<file path="src/rtl/snake_pkg.sv">
// Shared types and constants for the snake game datapath.
// Covers match mode, match results and the point generator.
package snake_pkg;

    typedef enum logic {
        MENU = 1'b0,
        GAME = 1'b1
    } game_mode;

    typedef enum logic [1:0] {
        R_NONE = 2'd0,
        R_WIN1 = 2'd1,
        R_WIN2 = 2'd2,
        R_DRAW = 2'd3
    } result_t;

    typedef enum logic [1:0] {
        P_IDLE   = 2'd0,
        P_SEARCH = 2'd1,
        P_OFFER  = 2'd2
    } pgen_state_t;

    // Polynomial x^16 + x^14 + x^13 + x^11 + 1 in right-shift form:
    // the feedback bit is the XOR of bits 0, 2, 3 and 5.
    localparam logic [15:0] LFSR_TAPS = 16'h002D;

    function automatic logic [15:0] lfsr_next(input logic [15:0] s);
        return {^(s & LFSR_TAPS), s[15:1]};
    endfunction

endpackage

</file>
<file path="src/rtl/point_spawner.sv">
// Point tile generator: free-running LFSR, off-map rejection,
// and a valid/ack offer with a single pending request slot.
module point_spawner
    import snake_pkg::*;
#(
    parameter int          MAP_W     = 32,
    parameter int          MAP_H     = 24,
    parameter logic [15:0] LFSR_SEED = 16'hACE1,
    parameter int          XW        = $clog2(MAP_W),
    parameter int          YW        = $clog2(MAP_H)
) (
    input  logic          clk,
    input  logic          rst_n,
    input  logic          req,
    input  logic          point_ack,
    output logic          point_valid,
    output logic [XW-1:0] point_x,
    output logic [YW-1:0] point_y
);

    logic [15:0]   lfsr;
    pgen_state_t   pstate;
    logic          pending;
    logic [XW-1:0] cand_x;
    logic [YW-1:0] cand_y;
    logic          cand_ok;

    assign cand_x  = lfsr[XW-1:0];
    assign cand_y  = lfsr[XW+YW-1:XW];
    assign cand_ok = (int'(cand_x) < MAP_W) &&
                     (int'(cand_y) < MAP_H);

    // LFSR steps every cycle so point placement depends on timing.
    always_ff @(posedge clk or negedge rst_n) begin
        if (!rst_n) begin
            lfsr <= LFSR_SEED;
        end else begin
            lfsr <= lfsr_next(lfsr);
        end
    end

    // Search until an on-map candidate appears, then hold it until ack.
    always_ff @(posedge clk or negedge rst_n) begin
        if (!rst_n) begin
            pstate      <= P_IDLE;
            pending     <= 1'b0;
            point_valid <= 1'b0;
            point_x     <= '0;
            point_y     <= '0;
        end else begin
            unique case (pstate)
                P_IDLE: begin
                    if (req) begin
                        pstate <= P_SEARCH;
                    end
                end
                P_SEARCH: begin
                    if (req) begin
                        pending <= 1'b1;
                    end
                    if (cand_ok) begin
                        point_x     <= cand_x;
                        point_y     <= cand_y;
                        point_valid <= 1'b1;
                        pstate      <= P_OFFER;
                    end
                end
                P_OFFER: begin
                    if (point_ack) begin
                        point_valid <= 1'b0;
                        pending     <= 1'b0;
                        pstate      <= (pending || req) ? P_SEARCH : P_IDLE;
                    end else if (req) begin
                        pending <= 1'b1;
                    end
                end
                default: begin
                    pstate <= P_IDLE;
                end
            endcase
        end
    end

endmodule

</file>
<file path="src/rtl/game_outcome_ctrl.sv">
// Match controller: consumes collision pulses, runs the match FSM,
// keeps scores and tallies, and requests new point tiles.
module game_outcome_ctrl
    import snake_pkg::*;
#(
    parameter int          MAP_W      = 32,
    parameter int          MAP_H      = 24,
    parameter int          SCORE_W    = 8,
    parameter int          HOLD_TICKS = 16,
    parameter logic [15:0] LFSR_SEED  = 16'hACE1,
    parameter int          XW         = $clog2(MAP_W),
    parameter int          YW         = $clog2(MAP_H)
) (
    input  logic               clk,
    input  logic               rst_n,
    input  logic               clk_div,
    input  logic               start,
    input  logic               eaten1,
    input  logic               eaten2,
    input  logic               won,
    input  logic               lost,
    input  logic               draw,
    output game_mode           mode,
    output result_t            result,
    output logic [SCORE_W-1:0] score1,
    output logic [SCORE_W-1:0] score2,
    output logic [SCORE_W-1:0] tally1,
    output logic [SCORE_W-1:0] tally2,
    output logic               point_valid,
    output logic [XW-1:0]      point_x,
    output logic [YW-1:0]      point_y,
    input  logic               point_ack
);

    localparam logic [1:0] ST_MENU   = 2'd0;
    localparam logic [1:0] ST_PLAY   = 2'd1;
    localparam logic [1:0] ST_RESULT = 2'd2;

    localparam int          HW        = $clog2(HOLD_TICKS + 1);
    localparam logic [HW-1:0] HOLD_LAST = HW'(HOLD_TICKS - 1);

    logic [1:0]    state;
    logic [HW-1:0] hold_cnt;
    logic          eaten1_q;
    logic          eaten2_q;
    logic          clk_div_q;
    logic          rise1;
    logic          rise2;
    logic          div_rise;
    logic          in_menu;
    logic          in_play;
    logic          point_req;

    function automatic logic [SCORE_W-1:0] sat_inc(
        input logic [SCORE_W-1:0] v
    );
        return (&v) ? v : v + SCORE_W'(1);
    endfunction

    assign in_menu  = (state == ST_MENU);
    assign in_play  = (state == ST_PLAY);
    assign rise1    = eaten1 & ~eaten1_q;
    assign rise2    = eaten2 & ~eaten2_q;
    assign div_rise = clk_div & ~clk_div_q;

    // A match start asks for the first point; each eat asks for another.
    assign point_req = (in_menu && start) ||
                       (in_play && (rise1 || rise2));

    assign mode = in_play ? GAME : MENU;

    // Previous-value registers for the level inputs we edge-detect.
    always_ff @(posedge clk or negedge rst_n) begin
        if (!rst_n) begin
            eaten1_q  <= 1'b0;
            eaten2_q  <= 1'b0;
            clk_div_q <= 1'b0;
        end else begin
            eaten1_q  <= eaten1;
            eaten2_q  <= eaten2;
            clk_div_q <= clk_div;
        end
    end

    // Match FSM with score, tally and result-hold bookkeeping.
    always_ff @(posedge clk or negedge rst_n) begin
        if (!rst_n) begin
            state    <= ST_MENU;
            result   <= R_NONE;
            score1   <= '0;
            score2   <= '0;
            tally1   <= '0;
            tally2   <= '0;
            hold_cnt <= '0;
        end else begin
            unique case (state)
                ST_MENU: begin
                    if (start) begin
                        state  <= ST_PLAY;
                        score1 <= '0;
                        score2 <= '0;
                        result <= R_NONE;
                    end
                end
                ST_PLAY: begin
                    if (rise1) begin
                        score1 <= sat_inc(score1);
                    end
                    if (rise2) begin
                        score2 <= sat_inc(score2);
                    end
                    priority case (1'b1)
                        draw: begin
                            state  <= ST_RESULT;
                            result <= R_DRAW;
                        end
                        lost: begin
                            state  <= ST_RESULT;
                            result <= R_WIN2;
                            tally2 <= sat_inc(tally2);
                        end
                        won: begin
                            state  <= ST_RESULT;
                            result <= R_WIN1;
                            tally1 <= sat_inc(tally1);
                        end
                        default: ;
                    endcase
                end
                ST_RESULT: begin
                    if (div_rise) begin
                        if (hold_cnt == HOLD_LAST) begin
                            state    <= ST_MENU;
                            hold_cnt <= '0;
                        end else begin
                            hold_cnt <= hold_cnt + HW'(1);
                        end
                    end
                end
                default: begin
                    state <= ST_MENU;
                end
            endcase
        end
    end

    point_spawner #(
        .MAP_W     (MAP_W),
        .MAP_H     (MAP_H),
        .LFSR_SEED (LFSR_SEED),
        .XW        (XW),
        .YW        (YW)
    ) u_spawner (
        .clk         (clk),
        .rst_n       (rst_n),
        .req         (point_req),
        .point_ack   (point_ack),
        .point_valid (point_valid),
        .point_x     (point_x),
        .point_y     (point_y)
    );

endmodule

</file>
<file path="config.mk">
export PLATFORM = sky130hd
export DESIGN_NAME = game_outcome_ctrl
export DESIGN_NICKNAME = d
export VERILOG_FILES = /design/src/rtl/snake_pkg.sv /design/src/rtl/point_spawner.sv /design/src/rtl/game_outcome_ctrl.sv
export SDC_FILE = /design/constraint.sdc
export NUM_CORES = 1
export LEC_CHECK = 0
export BUFFER_PORTS_ARGS = -buffer_cell sky130_fd_sc_hd__buf_2
export CAP_MARGIN = 15
export CELL_PAD_IN_SITES_DETAIL_PLACEMENT = 1
export CELL_PAD_IN_SITES_GLOBAL_PLACEMENT = 2
export CORE_UTILIZATION = 40
export DETAILED_ROUTE_END_ITERATION = 8
export GPL_TIMING_DRIVEN = 0
export PLACE_DENSITY_LB_ADDON = 0.12
export SLEW_MARGIN = 20
export SYNTH_ARGS = -nofsm -noshare
export SYNTH_HDL_FRONTEND = slang
export SYNTH_HIERARCHICAL = 1
export SYNTH_SLANG_ARGS = --single-unit
export TNS_END_PERCENT = 100
</file>
<file path="constraint.sdc">
create_clock -name clk -period 4.5 [get_ports clk]
set_input_delay 1.35 -clock clk [delete_from_list [all_inputs] [get_ports clk]]
set_output_delay 1.35 -clock clk [all_outputs]
set_load 0.005 [all_outputs]
</file>
-- Yosys cells after proc, flatten, opt, wreduce, memory -nomap -nowiden
Index checks and enable logic that the tools add are counted.
- register bits after elaboration: 74
- input port bits: 10
- output and inout bits: 46
- word-level logic and storage cells: 104
- $add $sub $neg: 5
- $lt $le $gt $ge: 1
- equality and inequality tests: 16
- muxes and demuxes: 32
- bitwise gates (word level): 10
- reductions and logical operators: 24
- operator list (operator ; number):
    $mux W8 ; 5
    $add A8 B1 Y8 const B ; 4
    $pmux W8 S2 ; 2
    $reduce_and A8 Y1 ; 4
    $mux W2 ; 13
    $ne A2 B2 Y1 const B ; 8
    $reduce_and A4 Y1 ; 4
    $reduce_xor A16 Y1 ; 1
    $pmux W2 S3 ; 2
    $reduce_and A3 Y1 ; 3
    $not A1 Y1 ; 7
    $mux W1 ; 6
    $add A5 B1 Y5 const B ; 1
    $eq A5 B4 Y1 const B ; 1
    $lt A5 B5 Y1 const B ; 1
    $mux W5 ; 1
    $reduce_and A5 Y1 ; 1
    $eq A2 B1 Y1 const B ; 2
    $eq A2 B2 Y1 const B ; 2
    $logic_not A2 Y1 ; 2
    $ne A2 B1 Y1 const B ; 2
    $ne A4 B4 Y1 const B ; 1
    $pmux W1 S2 ; 2
    $pmux W2 S2 ; 1
    other kinds (5) ; 12

-- Depth between registers and ports, before layout
Gate-level depths: netlist of run 1.
- word-level depth: 9
- depth in mapped cells: 7
- mapped depth without buffers: 6

-- Cells and area by module
Netlist of run 1, hierarchy kept.
- modules (own cells, without submodules) (module ; times used ; cells each ; area each (µm²) ; sequential area each (µm²)):
    game_outcome_ctrl ; 1 ; 214 ; 2254.7 ; 1101.1
    point_spawner ; 1 ; 68 ; 1138.6 ; 760.7

-- Worst setup path after synthesis of run 1
No wires, ideal clock.
- path kind: input to register
- from: input eaten1
- to: register u_spawner.pstate[0]
- setup time: 0.125 ns
- arrival: 2.495 ns
- slack: 1.880 ns
- stages: 5
- path through: nor2b_1 a21oi_1 o21ai_0 o221ai_1 mux2_2
- longest elaborated chain between the ends: 8
- elaborated cells between the ends (all ways): 10
- those cells by class: eq/ne (1); mux (3); bitwise (1); reduce/logical (5)
- RTL lines (item ; line ; text):
    from (decl) ; game_outcome_ctrl.sv:18 ; input logic eaten1,
    $and A1 B1 Y1 * ; game_outcome_ctrl.sv:62 ; assign rise1 = eaten1 & ~eaten1_q;
    $logic_or A1 B1 Y1 * ; game_outcome_ctrl.sv:68 ; (in_play && (rise1 || rise2));
    $logic_and A1 B1 Y1 * ; game_outcome_ctrl.sv:68 ;
    $logic_or A1 B1 Y1 * ; game_outcome_ctrl.sv:67 ; assign point_req = (in_menu && start) ||
    via point_req ; game_outcome_ctrl.sv:52 ; logic point_req;
    $logic_or A1 B1 Y1 ; point_spawner.sv:72 ; pstate <= (pending || req) ? P_SEARCH : P_IDLE;
    $mux W1 ; point_spawner.sv:72 ;
    $mux W2 ; point_spawner.sv:69 ; if (point_ack) begin
    $pmux W2 S3 ; point_spawner.sv:51 ; unique case (pstate)
    to (signal assigned) ; point_spawner.sv:72 ;
    to (decl) ; point_spawner.sv:22 ; pgen_state_t pstate;
Mark *: on every way through the listed nets, which the timed path passes. The rest lies on a longest branch. The select of a mux whose other input is x is not followed.
A chain may end at the register's enable or synchronous reset.

-- Worst setup path after layout of run 1
- from: register state[1]
- to: output mode
- longest elaborated chain between the ends: 2
- RTL lines (item ; line ; text):
    from (decl) ; game_outcome_ctrl.sv:42 ; logic [1:0] state;
    from (signal assigned) ; game_outcome_ctrl.sv:88 ; state <= ST_MENU;
    from (signal assigned) ; game_outcome_ctrl.sv:99 ; state <= ST_PLAY;
    from (signal assigned) ; game_outcome_ctrl.sv:114 ; state <= ST_RESULT;
    $eq A2 B1 Y1 ; game_outcome_ctrl.sv:61 ; assign in_play = (state == ST_PLAY);
    $mux W1 ; game_outcome_ctrl.sv:70 ; assign mode = in_play ? GAME : MENU;
    to (decl) ; game_outcome_ctrl.sv:23 ; output game_mode mode,
Every way passes these cells.

==> results of run 1 <==
worst max-delay path, stage by stage (launching register included):
cell	delay (ns)
dfrtp_1	0.47
inv_1	0.19
nand2_4	0.10
inv_4	0.11
buf_2	0.23
buf_2	0.15
metal layers:
metal,GRT usage (%),vias to the layer above,wire length [um],share of wire (%)
li1,-,1170,-,-
met1,24.6,1248,3560,50
met2,27.9,45,3310,46
met3,3.16,7,213,3.0
met4,7.31,0,79,1.1
met5,0,-,0,0
sequential cells by signal, summed over array words and instances (netlist names):
name	cells
state	2
result	2
tally1	8
u_spawner/point_x	5
hold_cnt	5
u_spawner/pending	1
score2	8
u_spawner/lfsr	16
clk_div_q	1
tally2	8
u_spawner/point_y	5
u_spawner/point_valid	1
score1	8
u_spawner/pstate	2
eaten1_q	1
eaten2_q	1
how the worst max path moves through the flow:
stage          cells past startpoint             endpoint     start  slack [ns]
2_1_floorplan                      5  u_spawner/pstate[0]    eaten1        1.88
3_3_place_gp                       6  u_spawner/pstate[0]    eaten1        1.45
3_5_place_dp                       6  u_spawner/pstate[0]    eaten1        1.40
4_1_cts                            5                 mode  state[1]        1.53
5_1_grt                            5                 mode  state[1]        1.46
6_report                           5                 mode  state[1]        1.57
power breakdown:
part           internal [mW]  total, mW  switching [mW]
logic                  0.222      0.481           0.259
clock network          0.201      0.456           0.255
registers              0.743      0.822          0.0798
total                   1.17       1.76           0.594
per-stage QoR:
stage	cells	worst slack, ns
after floorplan	282	1.88
after global placement	442	1.45
after detailed placement	443	1.40
after CTS	459	1.53
after global routing	459	1.46
final	459	1.57
placed cells by master, fill, tap and decap left out, drive strengths merged, types with 8 or more instances in the layout:
cell / instances
dfrtp: 66
buf: 60
nand2: 29
mux2: 16
a21oi: 13
o21ai: 13
inv: 13
nand3: 12
nor2: 11
ha: 10
clkbuf: 10
nand4: 8
xor2: 8
dfstp: 8
cell families (layout without fill, tap and decap cells):
family / count (synthesis) / count (layout) / synth area share, %
AND/OR/NAND/NOR: 88 / 88 / 14.4
XOR/XNOR: 15 / 15 / 3.87
flip-flops: 74 / 74 / 54.9
buffers and inverters: 16 / 88 / 2.80
AO/OA/AOI/OAI: 63 / 63 / 13.8
multiplexers: 16 / 16 / 6.53
adder cells (fa/ha/maj): 10 / 10 / 3.69
area by class of cell:
| type | instances | area, um2 | area share, % |
|---|---|---|---|
| well taps | 105 | 131 | 3.28 |
| inverters | 12 | 47.5 | 1.19 |
| clock buffers | 10 | 128 | 3.19 |
| plain buffers | 4 | 47.5 | 1.19 |
| clock inverters | 6 | 43.8 | 1.09 |
| flip-flops and latches | 74 | 1860 | 46.5 |
| repair buffers | 56 | 305 | 7.63 |
| multi-input cells | 192 | 1440 | 35.9 |
==> impl_results.md, run 1 <==
* Die Span Y at 94.1 um
* Yosys reg bits at 74
* Final hold vios at 0
* CP Data Arrival Time at 1.58 ns
* Die Span X at approximately 94 um
* WP data required at 3.15 ns
* Area Growth Syn to Fin at 17.9%
* Starting DRC count in detailed routing at 31
* Max VDD drop at 0.177 mV
* Ports at 56
* Via-to-Cell Ratio at 5.38
* Layout cell share with drive strength beyond 1 at 31.4%
* Grt total ovfl at 0
* WS Path Type: flip-flop to primary output
* Core Box Area at 8220 um2
* Power density cells at 440 nW/um2
* Startpoint Class: flip-flop
* CTS hold repair buffers at 0
* RSZ-0062 raised after global routing: no
* PortBufs at 55
* Vias in the first global route at ~2500
* Synth Warn # at 6
* HP Class: flip-flop to flip-flop
* Clk slew on worst S/H paths at ~0.080 ns
* Reg2reg path depth at 5
* Root buffer cell: clkbuf_8
* Syn Nets at 302
* Remaining DRCs at 0
* Final critical-path share of the clock period at about 65%
* Synth cell types at 53
* Worst R2R Start: eaten1_q
* Ys flop type: dfrtp_1
* Pwr Total at about 1.8 mW
* Antenna diode count at 0
* CTS resizes at 0
* Fin crit period at 2.93 ns
* Largest net degree at the start of global routing at 46
* CTS max path bufs at 2
* Clock Latency Late Sink at approximately 0.34 ns
* Measured slew at the worst slew-check pin at 0.632 ns
* LEAKAGE at 2.00 nW
* WHS at approximately 0.36 ns
* Top post-synthesis cells by area: dfrtp_1, dfstp_2, mux2_4
* Status: finished, final reports clean
* Gr usage total at between 15 and 20%
* Final setup fails at 0
* CTS buffer count at 9
* Finished Cell Area at around 4000 um2
* Top-count cell post-synth: dfrtp_1
* Number of clock sinks at 74
* Fin nets at 369
* Accumulated negative setup slack at 0 ns
* Worst rel slew slack at 57.4%
* Hpwl dp at 5130 um
* Drt first pass iters at 4
* Slew Limit Fails at 0
* DR vias at 2470
* Fmax at approximately 340 MHz
* Global-route wire length before repair at 12200 um
* Setup Skew at 0.00861 ns
* EDFF count, synth at 0
* Routed WL per cell at 15.6 um
* Most common library cells after synthesis: dfrtp_1, nand2_1, a21oi_1
* Setup crit end kind: primary output
* Hold EP: u_spawner/lfsr[11]
* Num rows at 33
* TritonCTS clock tree: yes
* Fraction of registers with async set/reset at 100%
* Largest area contributor in the netlist: dfrtp_1
* H-tree Lvls at 3
* Worst Hold Depth at 0
* Fillcell total at between 900 and 1000
* Post-synthesis sequential area ratio at a little over half
* Reg2reg end: u_spawner/pstate[0]
* CP Max Fanout at 10
* Hold_sp: u_spawner/lfsr[12]
* Synth Cell Area at between 3000 and 4000 um2
* Die ar. at 8860 um2
* Synth top area share at 48.7%
* Placement Cell Area at 3830 um2
* Max Cap Viol at 0
* Post-CTS setup buffers at 0
* FF-to-FF setup slack at 2.53 ns
* Final RePlAce weighted congestion at 0.728
* Wirelength, routed at 7160 um
* Mapped Cells at 282
* Antenna Nets Post-Route at 0
* Final Util at between 40% and 50%
* Starting Density at 41.3%
* Post-synthesis area per instance at 12.0 um2
* Initial antenna violation count at 0
(Power assumes the default switching activity.)
==> inputs of run 2 (changes only) <==
ABC_AREA = 1   (was unset)
CORE_UTILIZATION = 33   (was 40)
clock period = 2.8 ns   (was 4.5 ns; I/O delays follow)
==> run 2 against run 1 <==
Effect of this change: critical endpoint unchanged; synthesized cell count grew 47%; total power is 67% higher; global-route usage decreased by 2.1 points; largest cell class unchanged; hold slack worse by 0.012 ns.
==> impl_results.md, run 2 <==
* Core Box Area at 10300 um2 (+26%)
* CTS resizes at 0 (unchanged)
* Remaining DRCs at 0 (unchanged)
* Mapped Cells at 414 (+47%)
* Synth cell types at 27 (-49%)
* Synth Warn # at 6 (unchanged)
* CP peak stage delay at 0.41 ns (-0.06 ns)
* Global-route wire length before repair at 13800 um (+13%)
* Fmax at 439 MHz
* Final RePlAce weighted congestion at 0.740 (+1.6%)
* Clock Latency Late Sink at 0.35 ns (about the same)
* Syn Nets at 434 (+44%)
* Setup crit end kind: primary output
* Final critical-path share of the clock period at 81.4%
* Grt total ovfl at 0 (unchanged)
* Ys flop type: dfrtp_1
* H-tree Lvls at 3 (unchanged)
* Largest net degree at the start of global routing at 40 (-13%)
* Met1 Wirelength at 3900 um (+9.6%)
* DR vias at 2855 (+16%)
* CTS hold repair buffers at 0 (unchanged)
* Final worst slack at 0.521 ns (-1.05 ns)
* Top-count cell post-synth: nand2_1
* Fillcell total at 1274 (+40%)
* WP data required at 1.96 ns (-1.19 ns)
* Startpoint Class: flip-flop
* Num rows at 37 (+12%)
* Final hold vios at 0 (unchanged)
* Reg power frac at 45.5% (-1.2 points)
* Die Span X at 105 um (+12%)
* Drt first pass iters at 4 (unchanged)
* Slew Limit Fails at 0 (unchanged)
* Layout cell share with drive strength beyond 1 at 20.6% (-11 points)
* Antenna diode count at 0 (unchanged)
* Antenna Nets Post-Route at 0 (unchanged)
* PortBufs at 55 (unchanged)
* Most frequent cells in the layout: nand2_1, dfrtp_1, buf_2
* Top post-synthesis cells by area: dfrtp_1, nand2_1, dfstp_2
* Die ar. at 11100 um2 (+25%)
* Max VDD drop at 0.230 mV (+30%)
* CTS max path bufs at 2 (unchanged)
* Synth top area share at 47.0% (-1.7 points)
* Measured slew at the worst slew-check pin at 0.530 ns (-0.102 ns)
* WS Path Type: flip-flop to primary output
* Starting DRC count in detailed routing at 72 (+130%)
* Max Cap Viol at 0 (unchanged)
* Buf/Inv on CP at 2 (-2)
* CTS buffer count at 9 (unchanged)
* Gr usage total at 15.8% (-2.1 points)
* Worst path slowest cell: dfrtp_1
* TritonCTS clock tree: yes
* Fin nets at 501 (+36%)
* HP Class: flip-flop to flip-flop
* Starting Density at 34.0% (-7.3 points)
* DR WL met2 at 3540 um (+7.1%)
* Finished Cell Area at 4200 um2 (+4.9%)
* Ports at 56 (unchanged)
* Status: finished, final reports clean
* Initial antenna violation count at 0 (unchanged)
* Accumulated negative setup slack at 0 ns (unchanged)
* Logic pwr share at 24.7% (-2.6 points)
* Vias in the first global route at 2870 (+17%)
* CP Data Arrival Time at 1.44 ns (-0.14 ns)
* Yosys reg bits at 74 (unchanged)
* Pint at 1.92 mW (+65%)
* Largest area contributor in the netlist: dfrtp_1
* Top Metal Used: met4
* Routed WL per cell at 12.6 um (-19%)
* Worst rel slew slack at 64.6% (+7.2 points)
* LEAKAGE at 2.26 nW (+13%)
* WHS at 0.344 ns (-0.0121 ns)
* Die Span Y at 105 um (+12%)
* Critical Path, Cell by Cell: inv_1 -> nor2_2 -> buf_2
* Fin crit period at 2.28 ns
* CP top delay family: flip-flops
* Power density cells at 701 nW/um2 (+59%)
* Root buffer cell: clkbuf_8
* Most flops, register: u_spawner/lfsr
* Synth Cell Area at 3510 um2 (+3.5%)
* DP Worst Slack at 0.707 ns (-0.697 ns)
* Clock share of power at 29.8% (+3.9 points)
* Most common library cells after synthesis: nand2_1, dfrtp_1, nand3_1
* Sw frac at 34.7% (+0.97 points)
* Post-synthesis area per instance at 8.49 um2 (-29%)
* Clk slew on worst S/H paths at 0.09 ns (about the same)
* Number of clock sinks at 74 (unchanged)
* Hpwl dp at 5780 um (+13%)
* Final setup fails at 0 (unchanged)
* Area Growth Syn to Fin at 19.4%
* Met3 Wirelength at 290 um (+36%)
* Post-CTS setup buffers at 0 (unchanged)
* EDFF count, synth at 0 (unchanged)
* Wirelength, routed at 7820 um (+9.2%)
* Placement Cell Area at 3990 um2 (+4.1%)
* Psw at 1.02 mW (+72%)
* Post-synthesis sequential area ratio at 53.0% (-1.9 points)
* Setup Skew at 0.0132 ns (+0.00457 ns)
* RSZ-0062 raised after global routing: no
* Via-to-Cell Ratio at 4.59 (-15%)
* Commonest non-fill, non-tap cell in the layout: nand2_1
* Fraction of registers with async set/reset at 100% (unchanged)
* CP Max Fanout at 10 (unchanged)
* Max reg flops at 16 (unchanged)
-- run 2: changes by cell type after synthesis, sizes merged, moves of 4 or more --
cell    delta
a21oi      -9
a31oi      -6
and3       -7
inv       +29
mux2      -16
nand2    +120
nand2b     -4
nand3     +31
nand4      -6
nor2      +24
nor3       -4
o21a       -4
o21ai     +11
o21bai     +4
-- run 2: worst register-to-register path, cell delays in order (launching register included) --
cell	delay [ns]
dfrtp_1	0.43
inv_1	0.11
nand2_2	0.13
o21ai_0	0.31
or2_2	0.19
inv_1	0.04
nand2_1	0.06
nand3_1	0.12
nand2_1	0.07
o21ai_0	0.08
-- run 2: cell type report --
cell class / instances / area [um2] / share of cell area (%)
buffer: 5 / 56.3 / 1.34
timing repair buffer: 56 / 305 / 7.27
tap: 136 / 170 / 4.05
multi-input combinational: 294 / 1440 / 34.3
clock inverter: 7 / 83.8 / 2.00
inverter: 41 / 154 / 3.67
sequential: 74 / 1860 / 44.4
clock buffer: 9 / 124 / 2.95
-- run 2: path summary, 6_finish.rpt --
path,from,end,slack (ns),depth (start not counted)
worst min-delay path,u_spawner/lfsr[12],u_spawner/lfsr[11],0.34,0
min in group asynchronous,rst_n,score2[0],0.44,1
worst min register to register,u_spawner/lfsr[12],u_spawner/lfsr[11],0.34,0
max in group asynchronous,rst_n,tally2[3],1.79,2
worst max-delay path,state[0],mode,0.52,3
worst max register to register,state[1],u_spawner/pstate[1],1.15,9
-- run 2: cells by family (layout without fill, tap and decap cells) --
group / after synthesis / in the layout / synth area share (%)
simple gates: 234 / 234 / 27.9
flops: 74 / 74 / 53.0
buf+inv: 46 / 118 / 5.98
compound gates: 34 / 34 / 5.56
xor+xnor: 16 / 16 / 3.99
fa+ha+maj: 10 / 10 / 3.56
-- run 2: per-stage QoR --
stage | util (%) | std cells | power, mW
CTS | 40.6 | 622 | 3.01
global placement | 38.3 | 605 | 2.07
floorplan | - | 414 | 1.83
finish | 40.6 | 622 | 2.94
detailed placement | 38.6 | 606 | 2.11
global route | 40.6 | 622 | 3.19
-- run 2: routing by layer --
| metal | vias up | GRT usage [%] |
|---|---|---|
| li1 | 1440 | - |
| met1 | 1362 | 22.1 |
| met2 | 45 | 24.1 |
| met3 | 8 | 3.12 |
| met4 | 0 | 5.73 |
| met5 | - | 0 |
-- run 2: power groups by stage --
| stage | logic [mW] | registers (mW) | clock network, mW |
|---|---|---|---|
| floorplan | 0.489 | 1.34 | 0 |
| global placement | 0.714 | 1.36 | 0 |
| detailed placement | 0.746 | 1.36 | 0 |
| CTS | 0.750 | 1.34 | 0.920 |
| global route | 0.854 | 1.37 | 0.964 |
| finish | 0.727 | 1.34 | 0.876 |
==> inputs of run 3 (changes only) <==
CORE_UTILIZATION = 30   (was 33)
clock period = 1.9 ns   (was 2.8 ns; I/O delays follow)
==> run 3 against run 2 <==
Effect of this change: non-clock buffer count rose by 4; final cell count rose by 1.8%; combinational power rose by 54%; final area rose by 3.5%; clock power rose by 100%; critical endpoint unchanged; critical path type unchanged; clock skew fell by 0.0076 ns; first-iteration DRC count rose by 64%; die area rose by 9.8%; clock-buffer cell count did not move.
==> impl_results.md, run 3 (synthesis results as in run 2) <==
* Slew Limit Fails at 0 (unchanged)
* Global-route wire length before repair at 14200 um (+2.7%)
* Pwr Total at 4.88 mW (+66%)
* Max VDD drop at 0.739 mV (+220%)
* TritonCTS clock tree: yes
* Fin crit period at roughly 1.8 ns
* Die Span X at 110 um (+4.8%)
* HP Class: primary input to asynchronous set/reset pin
* Most flops, register: u_spawner/lfsr
* Final Util at 38.0% (-2.6 points)
* CP Max Fanout at 8 (-2)
* CP Data Arrival Time at 1.21 ns (-0.23 ns)
* Vias in the first global route at 2959 (+3.1%)
* Critical Path, Cell by Cell: inv_1 -> nor2_4 -> buf_2
* Hpwl dp at 5850 um (+1.2%)
* Initial antenna violation count at 0 (unchanged)
* Final RePlAce weighted congestion at 0.693 (-6.3%)
* Starting DRC count in detailed routing at 118 (+64%)
* CP top delay family: flip-flops
* Gr usage total at 15.4% (-0.38 points)
* Max Cap Viol at 0 (unchanged)
* Clock Latency Late Sink at 0.34 ns (about the same)
* Drt first pass iters at 4 (unchanged)
* Number of clock sinks at 74 (unchanged)
* Worst rel slew slack at 67.2% (+2.6 points)
* Setup Skew at 0.00561 ns (-0.00757 ns)
* Fmax at 561 MHz
* Antenna diode count at 0 (unchanged)
* Die Span Y at 110 um (+4.8%)
* Remaining DRCs at 0 (unchanged)
* CTS hold repair buffers at 0 (unchanged)
* LEAKAGE at 2.33 nW (+3.0%)
* Largest net degree at the start of global routing at 43 (+7.5%)
* Starting Density at 30.8% (-3.3 points)
* Worst path slowest cell: dfrtp_1
* CP peak stage delay at 0.39 ns (-0.02 ns)
* RSZ-0062 raised after global routing: no
* CTS max path bufs at 2 (unchanged)
* H-tree Lvls at 3 (unchanged)
* Final setup fails at 0 (unchanged)
* Core Box Area at 11400 um2 (+11%)
* WS Path Type: flip-flop to primary output
* Measured slew at the worst slew-check pin at 0.492 ns (-0.0381 ns)
* Buf/Inv on CP at 2 (unchanged)
* Fin nets at 505 (+0.80%)
* Antenna Nets Post-Route at 0 (unchanged)
* Setup crit end kind: primary output
* Die ar. at 12100 um2 (+9.8%)
* Wirelength, routed at 8200 um (+4.9%)
* Commonest non-fill, non-tap cell in the layout: nand2_1
* Grt total ovfl at 0 (unchanged)
* Ports at 56 (unchanged)
* WP data required at 1.33 ns (-0.63 ns)
* Final critical-path share of the clock period at 93.8%
* Layout cell share with drive strength beyond 1 at 21.2% (+0.65 points)
* Most frequent cells in the layout: nand2_1, dfrtp_1, buf_2
* Power density cells at 1120 nW/um2 (+60%)
* Area Growth Syn to Fin at 23.6%
* Num rows at 39 (+5.4%)
* WHS at 0.187 ns (-0.156 ns)
* Root buffer cell: clkbuf_16
* Via-to-Cell Ratio at 4.54 (-1.0%)
* DR vias at 2876 (+0.74%)
* Status: finished, final reports clean
* PortBufs at 55 (unchanged)
* Max reg flops at 16 (unchanged)
* Clk slew on worst S/H paths at 0.06 ns (-0.03 ns)
* CTS buffer count at 9 (unchanged)
* Final hold vios at 0 (unchanged)
* Routed WL per cell at 13.0 um (+3.1%)
* Startpoint Class: flip-flop
## run 3: cell types whose count changed in the layout (fill, tap and decap cells not counted), sizes merged
cell / delta
buf: +4
## run 3: power by group
group / switching [mW] / internal [mW]
Clock: 0.739 / 1.04
Combinational: 0.660 / 0.463
Sequential: 0.205 / 1.77
Total: 1.60 / 3.28
## run 3: area by class of cell
| type | count | area, um2 |
|---|---|---|
| inverter | 41 | 154 |
| sequential | 74 | 1860 |
| buffer | 5 | 56.3 |
| clock inverter | 7 | 83.8 |
| fill | 1370 | 7080 |
| clock buffer | 9 | 225 |
| multi-input combinational | 294 | 1450 |
| tap | 143 | 179 |
| timing repair buffer | 60 | 335 |
## run 3: per-stage QoR
step                setup TNS (ns)  cell area (um2)  setup WS [ns]  cells
global route                     0             4340         0.0380    633
global placement            -24.65             3970         -0.378    612
finish                           0             4340          0.118    633
floorplan                        0             3510          0.453    414
CTS                              0             4310         0.0537    629
detailed placement               0             4000         0.0804    613
## run 3: per-layer routing
metal | GRT usage [%] | up-vias | wire (um)
met5 | 0 | - | 0
met4 | 6.77 | 0 | 146
met3 | 3.23 | 11 | 308
met2 | 24.8 | 43 | 3770
met1 | 20.0 | 1367 | 3970
li1 | - | 1455 | -
## run 3: path summary, 6_finish.rpt
kind | cells after the start | to | start | slack, ns
worst max-delay path | 3 | mode | state[0] | 0.12
worst min-delay path | 1 | score2[7] | rst_n | 0.19
worst max register to register | 8 | u_spawner/pstate[0] | state[1] | 0.26
worst min register to register | 0 | u_spawner/lfsr[10] | u_spawner/lfsr[11] | 0.35
max in group asynchronous | 2 | u_spawner/lfsr[11] | rst_n | 1.08
min in group clk | 0 | u_spawner/lfsr[10] | u_spawner/lfsr[11] | 0.35
## run 3: worst register-to-register path, cell delays in order (launching register included)
cell	delay, ns
dfrtp_1	0.44
inv_1	0.09
nand2_2	0.17
o21ai_1	0.14
or2_2	0.31
o21ai_0	0.15
nand2_1	0.07
nand3_1	0.08
nand2_1	0.06
## run 3: repair_timing
item,in CTS,in global routing
resized for setup,1,1
setup endpoints to repair,1,3
buffers inserted,0,4
pin swaps,0,1
